==> config.mk <==
export PLATFORM = sky130hd
export DESIGN_NAME = wb_arbiter
export DESIGN_NICKNAME = d
export VERILOG_FILES = /design/src/rtl/wb_arbiter.sv
export SDC_FILE = /design/constraint.sdc
export NUM_CORES = 1
export LEC_CHECK = 0
export ABC_AREA = 1
export BUFFER_PORTS_ARGS = -buffer_cell sky130_fd_sc_hd__buf_4
export CORE_ASPECT_RATIO = 0.8
export CORE_MARGIN = 8
export CORE_UTILIZATION = 39
export DETAILED_ROUTE_END_ITERATION = 16
export PLACE_DENSITY_LB_ADDON = 0.05
export SLEW_MARGIN = 20
export SYNTH_ARGS = -nofsm -noshare
export SYNTH_HDL_FRONTEND = slang
export SYNTH_SLANG_ARGS = --single-unit
==> constraint.sdc <==
create_clock -name i_core_clk -period 2.5 [get_ports i_core_clk]
set_input_delay 0.25 -clock i_core_clk [delete_from_list [all_inputs] [get_ports i_core_clk]]
set_output_delay 0.25 -clock i_core_clk [all_outputs]
set_load 0.03 [all_outputs]
==> src/rtl/wb_arbiter.sv <==
// Two-master round-robin Wishbone arbiter with outstanding-request count and ack watchdog.
// Latency: one cycle to grant from idle; all forwarding is combinational while granted.
// Backpressure: ungranted master sees stall; granted master stalls on slave stall or a full counter.
module wb_arbiter #(
    parameter int unsigned TIMEOUT = 255,
    parameter int unsigned OUT_W   = 4
) (
    input  logic        i_core_clk,
    input  logic        i_rst,
    input  logic        i_m0_cyc,
    input  logic        i_m0_stb,
    input  logic        i_m0_we,
    input  logic [15:0] i_m0_adr,
    input  logic [15:0] i_m0_dat,
    output logic        o_m0_ack,
    output logic        o_m0_stall,
    output logic [15:0] o_m0_dat,
    input  logic        i_m1_cyc,
    input  logic        i_m1_stb,
    input  logic        i_m1_we,
    input  logic [15:0] i_m1_adr,
    input  logic [15:0] i_m1_dat,
    output logic        o_m1_ack,
    output logic        o_m1_stall,
    output logic [15:0] o_m1_dat,
    output logic        o_s_cyc,
    output logic        o_s_stb,
    output logic        o_s_we,
    output logic [15:0] o_s_adr,
    output logic [15:0] o_s_dat,
    input  logic        i_s_ack,
    input  logic        i_s_stall,
    input  logic [15:0] i_s_dat,
    output logic        o_timeout,
    output logic [1:0]  o_owner
);

    typedef enum logic [1:0] {
        IDLE  = 2'b00,
        GNT0  = 2'b01,
        GNT1  = 2'b10,
        ABORT = 2'b11
    } state_t;

    state_t           r_state;
    logic             r_rr;
    logic [OUT_W-1:0] r_cnt;
    logic [15:0]      r_wd;
    logic             r_timeout;
    logic [1:0]       r_owner;

    logic        w_gnt0;
    logic        w_gnt1;
    logic        w_gnt;
    logic        w_cyc;
    logic        w_stb;
    logic        w_we;
    logic [15:0] w_adr;
    logic [15:0] w_dat;
    logic        w_other_cyc;
    logic        w_full;
    logic        w_live;
    logic        w_stall;
    logic        w_acc;
    logic        w_ack;
    logic [16:0] w_wd_inc;
    logic        w_wd_fire;

    assign w_gnt0      = (r_state == GNT0);
    assign w_gnt1      = (r_state == GNT1);
    assign w_gnt       = w_gnt0 | w_gnt1;
    assign w_cyc       = w_gnt1 ? i_m1_cyc : i_m0_cyc;
    assign w_stb       = w_gnt1 ? i_m1_stb : i_m0_stb;
    assign w_we        = w_gnt1 ? i_m1_we  : i_m0_we;
    assign w_adr       = w_gnt1 ? i_m1_adr : i_m0_adr;
    assign w_dat       = w_gnt1 ? i_m1_dat : i_m0_dat;
    assign w_other_cyc = w_gnt1 ? i_m0_cyc : i_m1_cyc;

    assign w_full  = &r_cnt;
    assign w_live  = |r_cnt;
    assign w_stall = i_s_stall | w_full;
    assign w_acc   = o_s_stb & ~i_s_stall;
    // Acks with nothing in flight are spurious and never reach a master.
    assign w_ack   = w_gnt & w_live & i_s_ack;

    assign w_wd_inc  = {1'b0, r_wd} + 17'd1;
    assign w_wd_fire = w_live & ~i_s_ack & (w_wd_inc == 17'(TIMEOUT));

    assign o_s_cyc = w_gnt & w_cyc;
    assign o_s_stb = w_gnt & w_stb & ~w_full;
    assign o_s_we  = w_we;
    assign o_s_adr = w_adr;
    assign o_s_dat = w_dat;

    assign o_m0_ack   = w_gnt0 & w_ack;
    assign o_m0_stall = ~w_gnt0 | w_stall;
    assign o_m0_dat   = w_gnt0 ? i_s_dat : 16'h0000;
    assign o_m1_ack   = w_gnt1 & w_ack;
    assign o_m1_stall = ~w_gnt1 | w_stall;
    assign o_m1_dat   = w_gnt1 ? i_s_dat : 16'h0000;

    assign o_timeout = r_timeout;
    assign o_owner   = r_owner;

    // r_rr names the master served last; a tie in IDLE goes to the other one.
    always_ff @(posedge i_core_clk) begin
        if (i_rst) begin
            r_state   <= IDLE;
            r_rr      <= 1'b1;
            r_cnt     <= '0;
            r_wd      <= '0;
            r_timeout <= 1'b0;
            r_owner   <= 2'b00;
        end else begin
            r_timeout <= 1'b0;
            case (r_state)
                IDLE: begin
                    if (i_m0_cyc && (!i_m1_cyc || r_rr)) begin
                        r_state <= GNT0;
                        r_owner <= 2'b01;
                    end else if (i_m1_cyc) begin
                        r_state <= GNT1;
                        r_owner <= 2'b10;
                    end
                end
                GNT0, GNT1: begin
                    if (!w_cyc) begin
                        r_cnt <= '0;
                        r_wd  <= '0;
                        r_rr  <= w_gnt1;
                        if (w_other_cyc) begin
                            r_state <= w_gnt1 ? GNT0 : GNT1;
                            r_owner <= w_gnt1 ? 2'b01 : 2'b10;
                        end else begin
                            r_state <= IDLE;
                            r_owner <= 2'b00;
                        end
                    end else if (w_wd_fire) begin
                        r_state   <= ABORT;
                        r_owner   <= 2'b00;
                        r_timeout <= 1'b1;
                        r_cnt     <= '0;
                        r_wd      <= '0;
                        r_rr      <= w_gnt1;
                    end else begin
                        case ({w_acc, w_ack})
                            2'b10:   r_cnt <= r_cnt + OUT_W'(1);
                            2'b01:   r_cnt <= r_cnt - OUT_W'(1);
                            default: r_cnt <= r_cnt;
                        endcase
                        r_wd <= (w_live && !i_s_ack) ? w_wd_inc[15:0] : 16'h0000;
                    end
                end
                default: begin
                    r_state <= IDLE;
                    r_owner <= 2'b00;
                end
            endcase
        end
    end

endmodule
Word level (Yosys, flattened, before mapping) --
Cells that the tools add are included.
Storage, ports and cells: bits in registers 26, bits of input ports 90, output and inout bits 74, word-level logic and storage cells 79
Operators by class: add/subtract/negate cells 3, eq/ne operators 9, mux-type cells 27, bitwise operators 21, reduce and logical (&&, ||, !) cells 13
Operators by type and width (number):
- 16-bit 2-to-1 mux | 7
- 16-bit by 1-bit adder with 17-bit output, second input constant | 1
- 17-bit by 8-bit == test with 1-bit output, second input constant | 1
- 2-bit 2-to-1 mux | 8
- 1-bit bitwise AND | 10
- 4-bit 2-to-1 mux | 2
- 2-bit case mux with 2 select lines | 2
- 4-bit case mux with 2 select lines | 1
- 1-bit 2-to-1 mux | 7
- 1-bit inverter | 7
- 3-bit inequality test, second input constant | 2
- 2-bit AND reduction | 3
- 4-bit by 1-bit adder with 4-bit output, second input constant | 1
- 2-bit by 1-bit == test with 1-bit output, second input constant | 2
- 2-bit == test, second input constant | 2
- 4-bit by 1-bit inequality test with 1-bit output, second input constant | 1
- 1-bit OR | 4
- 4-bit AND reduction | 1
- 4-bit OR reduction | 1
- 4-bit by 1-bit subtractor with 4-bit output, second input constant | 1
- 3-bit OR reduction | 1
- 1-bit logical AND | 2
- 1-bit zero test | 2
- 2-bit zero test | 1
- 3 further kinds | 3

Depth between registers and ports, before layout --
depth in word-level cells 9, mapped depth 15, depth with buffers taken out 14

Least setup slack after synthesis --
OpenSTA, ideal clock, no wires.
path type flip-flop to flip-flop, start register r_state[1], end register r_cnt[2], setup time 0.070 ns, arrival 2.323 ns, required time 2.430 ns, slack 0.107 ns, stages on the path, launching flop included 15, path buffers 0, clock period less this slack 2.393 ns, path through dfxtp_1 > inv_1 > ha_1 > clkinv_1 > nor2_1 > a22oi_1 > inv_1 > nand2_1 > ha_1 > xor2_1 > ha_1 > a21oi_1 > xor2_1 > nand2_1 > a21oi_1
On the way: word-level cells in the longest chain between the ends 9, elaborated cells between the ends (all ways) 18, classes of those cells 5 x eq/ne; 5 x mux; 6 x bitwise; 2 x reduce/logical
Ends and longest elaborated chain:
- start: declaration | RTL line 45 | state_t r_state;
- start signal: assignment | RTL line 132 | r_state <= w_gnt1 ? GNT0 : GNT1;
- 2-bit by 1-bit == test with 1-bit output / 2-bit == test (equally long branches) | RTL line 69, 70
- 1-bit OR (*) | RTL line 71 | assign w_gnt = w_gnt0 | w_gnt1;
- via w_gnt | RTL line 54 | logic w_gnt;
- 1-bit bitwise AND (2 in a row) | RTL line 90 | assign o_s_stb = w_gnt & w_stb & ~w_full;
- 1-bit bitwise AND | RTL line 82 | assign w_acc = o_s_stb & ~i_s_stall;
- 2-bit by 1-bit == test with 1-bit output / 2-bit == test (equally long branches) | RTL line 146 | case ({w_acc, w_ack})
- 4-bit case mux with 2 select lines | RTL line 146
- 4-bit 2-to-1 mux | RTL line 138 | end else if (w_wd_fire) begin
- 4-bit 2-to-1 mux | RTL line 127 | if (!w_cyc) begin
- end signal: assignment | RTL line 147 | 2'b10: r_cnt <= r_cnt + OUT_W'(1);
- end signal: assignment | RTL line 148 | 2'b01: r_cnt <= r_cnt - OUT_W'(1);
- end signal: assignment | RTL line 149 | default: r_cnt <= r_cnt;
- end: declaration | RTL line 47 | logic [OUT_W-1:0] r_cnt;
Mark *: on every way through the listed nets, which the timed path passes. The rest lies on a longest branch. A chain may end at the register's enable or synchronous reset.

Final worst setup path --
start register r_state[0], end register r_cnt[3]
Same word-level chain as after synthesis.

==> flow_summary.json <==
{
  "clk_transition_reported_paths_ns": 0.09,
  "yosys.area.top_type": "nand2_1",
  "grtUsageTotal_pct": 19.2,
  "cts_tree": "built",
  "slowest_delay_ns": 0.36,
  "drt_pass1_iterations": 4,
  "ys_seq_area_share_pct": 21.2,
  "grt_pass1_vias": 3236,
  "place_area_sq_um": 3790,
  "status": "finished, final reports clean",
  "netlist_instances": 463,
  "grt_pass1_wl_mm": 14.8,
  "antenna_found_initial": 0,
  "busiest_layer": "met2",
  "post_drt_wl_per_cell_um": 13.1,
  "crit_family": "adder cells",
  "antenna_cells": 0,
  "num_io_pins": 164,
  "syn-num-nets": 563,
  "antenna_left": 0,
  "ys_ff_latch": 26,
  "hp-class": "input port to register",
  "drive_gt1_share_pct": 31.6,
  "overflow": 0,
  "drv_cap": 0,
  "finalSetupViolCount": 0,
  "finalPower_mw": 2.75,
  "rsz0062_at_grt": "no",
  "via_per_inst": 4.62,
  "wl_mm": 9.24,
  "cp_slowest_cell": "dfxtp_2",
  "h-tree-depth": 1,
  "hold_viol_final": 0,
  "max_slew_margin_pct": 57.8,
  "gp_congestion": 0.874,
  "final_cell_area_sq_um": 3850,
  "yosysUniqueCellTypes": 27,
  "drt_iter0_drc": 124,
  "grt_max_degree": 30,
  "path_class": "register to register",
  "die_h_um": 87.0,
  "cts_num_sinks": 26,
  "critPathBufInv": 3,
  "core_sq_um": 6250,
  "rows": 26,
  "slew_viol_final": 0,
  "worstPathMaxFanout": 3,
  "final_util_pct": 61.7,
  "portBuffers": 163,
  "p_leak_nw": 2.16,
  "cts_root_buf": "clkbuf_8",
  "skew_ns": 0.00183,
  "dpl.hpwl_mm": 7.75,
  "start_util_pct": 39.4,
  "clkLatencyLatePin_ns": 0.27,
  "gr-usage-met2_pct": 34.9,
  "met3_usage_pct": 7.99,
  "yosys-top-cells-area": "nand2_1 (34%), dfxtp_1 (21%), inv_1 (9.8%)",
  "crit_path_end_kind": "register",
  "areaGrowthSynthToFinish_pct": 56.6,
  "dr_total_vias": 3264,
  "finalWorstPathRequiredPeriod_ns": 2.29,
  "ir_drop_mv": 0.398,
  "synth_area_sq_um": 2460,
  "min_period_over_period_pct": 91.6,
  "drc": 0,
  "final_nets": 725,
  "fp.dieArea_sq_um": 9120,
  "cp.arrival_ns": 2.50,
  "max_slew.worst_pin.slew_ns": 0.633,
  "numCtsBuffers": 3,
  "timing.fmax_mhz": 437,
  "clockBufferDepth": 2,
  "yosysWarnings": 0,
  "met1_usage_pct": 20.8,
  "worstPathCellList": "inv_1 > ha_1 > nand2_1 > inv_1 > a22oi_2 > inv_1 > nand2_1 > ha_2 > ha_1 > nand3_1 > nand3_1 > xnor2_1 > nand2_1 > a21oi_1",
  "synth_area_per_cell_sq_um": 5.31,
  "synth_top_area_share_pct": 34.2,
  "p_per_area_nw_per_um2": 713,
  "crit_required_ns": 2.71,
  "finalSetupTns_ns": 0,
  "dieWidth_um": 105,
  "cp-start-kind": "register"
}
final cells by class:
class,instances,area [sq um]
Fill cell,638,2390
Multi-Input combinational cell,356,1650
Timing Repair Buffer,171,1280
Sequential cell,26,523
Inverter,67,251
Tap cell,84,105
Clock buffer,3,41.3
power breakdown:
group	switching, mW	leakage (nW)	internal [mW]
Sequential	0.0229	0.211	0.450
Combinational	1.32	1.93	0.713
Clock	0.128	0.0216	0.108
cell usage after synthesis (all sizes together):
cell,count
nor3,3
nand3,23
xnor2,3
o21bai,1
a22oi,1
nand3b,1
clkbuf,14
a21oi,25
dfxtp,26
a31oi,1
o21a,1
xor2,3
nor2,38
o21ai,8
clkinv,2
nand2,231
nand4,6
inv,65
ha,10
o211ai,1
through the flow:
| stage | setup WS (ns) | instances | hold WS [ns] |
|---|---|---|---|
| 2_1_floorplan | 0.107 | 463 | 0.319 |
| 3_3_place_gp | 0.162 | 703 | 0.456 |
| 3_5_place_dp | 0.0162 | 703 | 0.461 |
| 4_1_cts | 0.0203 | 706 | 0.337 |
| 5_1_grt | 0.00669 | 707 | 0.353 |
| 6_report | 0.210 | 707 | 0.338 |
worst paths after layout:
path | startpoint | to | slack (ns) | depth (start not counted)
max | r_state[0]$_SDFFE_PP0P_ | r_cnt[3]$_SDFFE_PP0P_ | 0.21 | 14
min | i_rst | r_wd[15]$_SDFFE_PP0N_ | 0.34 | 2
max reg2reg | r_state[0]$_SDFFE_PP0P_ | r_cnt[3]$_SDFFE_PP0P_ | 0.21 | 14
min reg2reg | o_owner[1]$_SDFFE_PP0P_ | o_owner[1]$_SDFFE_PP0P_ | 0.47 | 2
what timing repair did:
| item | 4_1_cts | 5_1_grt |
|---|---|---|
| setup buffers | 0 | 1 |
| resized for setup | 1 | 5 |
| endpoints found under the setup margin | 2 | 2 |
| hold buffers | 0 | 0 |
| pin swaps | 0 | 1 |
flip-flops by register name, summed over array words and instances, names as in the netlist:
name       cells
r_cnt          4
r_wd          16
r_rr           1
o_timeout      1
r_state        2
o_owner        2
placed cells by master, fill, tap and decap left out:
| master | count |
|---|---|
| xnor2_1 | 3 |
| nor2_2 | 3 |
| nand2_4 | 1 |
| o21a_1 | 1 |
| dfxtp_2 | 2 |
| nand4_1 | 6 |
| ha_1 | 8 |
| clkbuf_8 | 3 |
| nor2_1 | 30 |
| inv_2 | 2 |
| nand3b_1 | 1 |
| a31oi_1 | 1 |
| buf_4 | 171 |
| dfxtp_1 | 24 |
| o21ai_0 | 6 |
| o211ai_1 | 1 |
| clkinv_1 | 1 |
| a22oi_2 | 1 |
| a21oi_1 | 25 |
| nand2_2 | 6 |
| xor2_1 | 3 |
| inv_1 | 64 |
| nand3_1 | 22 |
| nor3_1 | 3 |
| nand3_2 | 1 |
| o21bai_1 | 1 |
| ha_2 | 2 |
| o21ai_1 | 2 |
| nor2_4 | 5 |
| nand2_1 | 224 |
logic make-up (layout without fill, tap and decap cells):
| group | Yosys count | after routing | share of synthesized area (%) |
|---|---|---|---|
| xor gates and xnor gates | 6 | 6 | 2.14 |
| AOI/OAI and AO/OA | 38 | 38 | 8.19 |
| DFF | 26 | 26 | 21.2 |
| and+or+nand+nor | 302 | 302 | 51.0 |
| adders and majority gates | 10 | 10 | 5.09 |
| buffers and inverters | 81 | 241 | 12.4 |
worst reg2reg max path: cells and delay by family, from the launching register on:
| family | cells | cell delay, ns |
|---|---|---|
| and+or+nand+nor | 5 | 0.42 |
| adders and majority gates | 3 | 0.83 |
| DFF | 1 | 0.36 |
| buffers and inverters | 3 | 0.18 |
| AOI/OAI and AO/OA | 2 | 0.30 |
| xor gates and xnor gates | 1 | 0.13 |
routing by layer:
metal | share of wire [%] | vias to the layer above
li1 | - | 1719
met1 | 39 | 1418
met2 | 50 | 119
met3 | 10 | 8
met4 | 1.1 | 0
met5 | 0 | -
No activity file was read; power rests on OpenSTA's default activity.
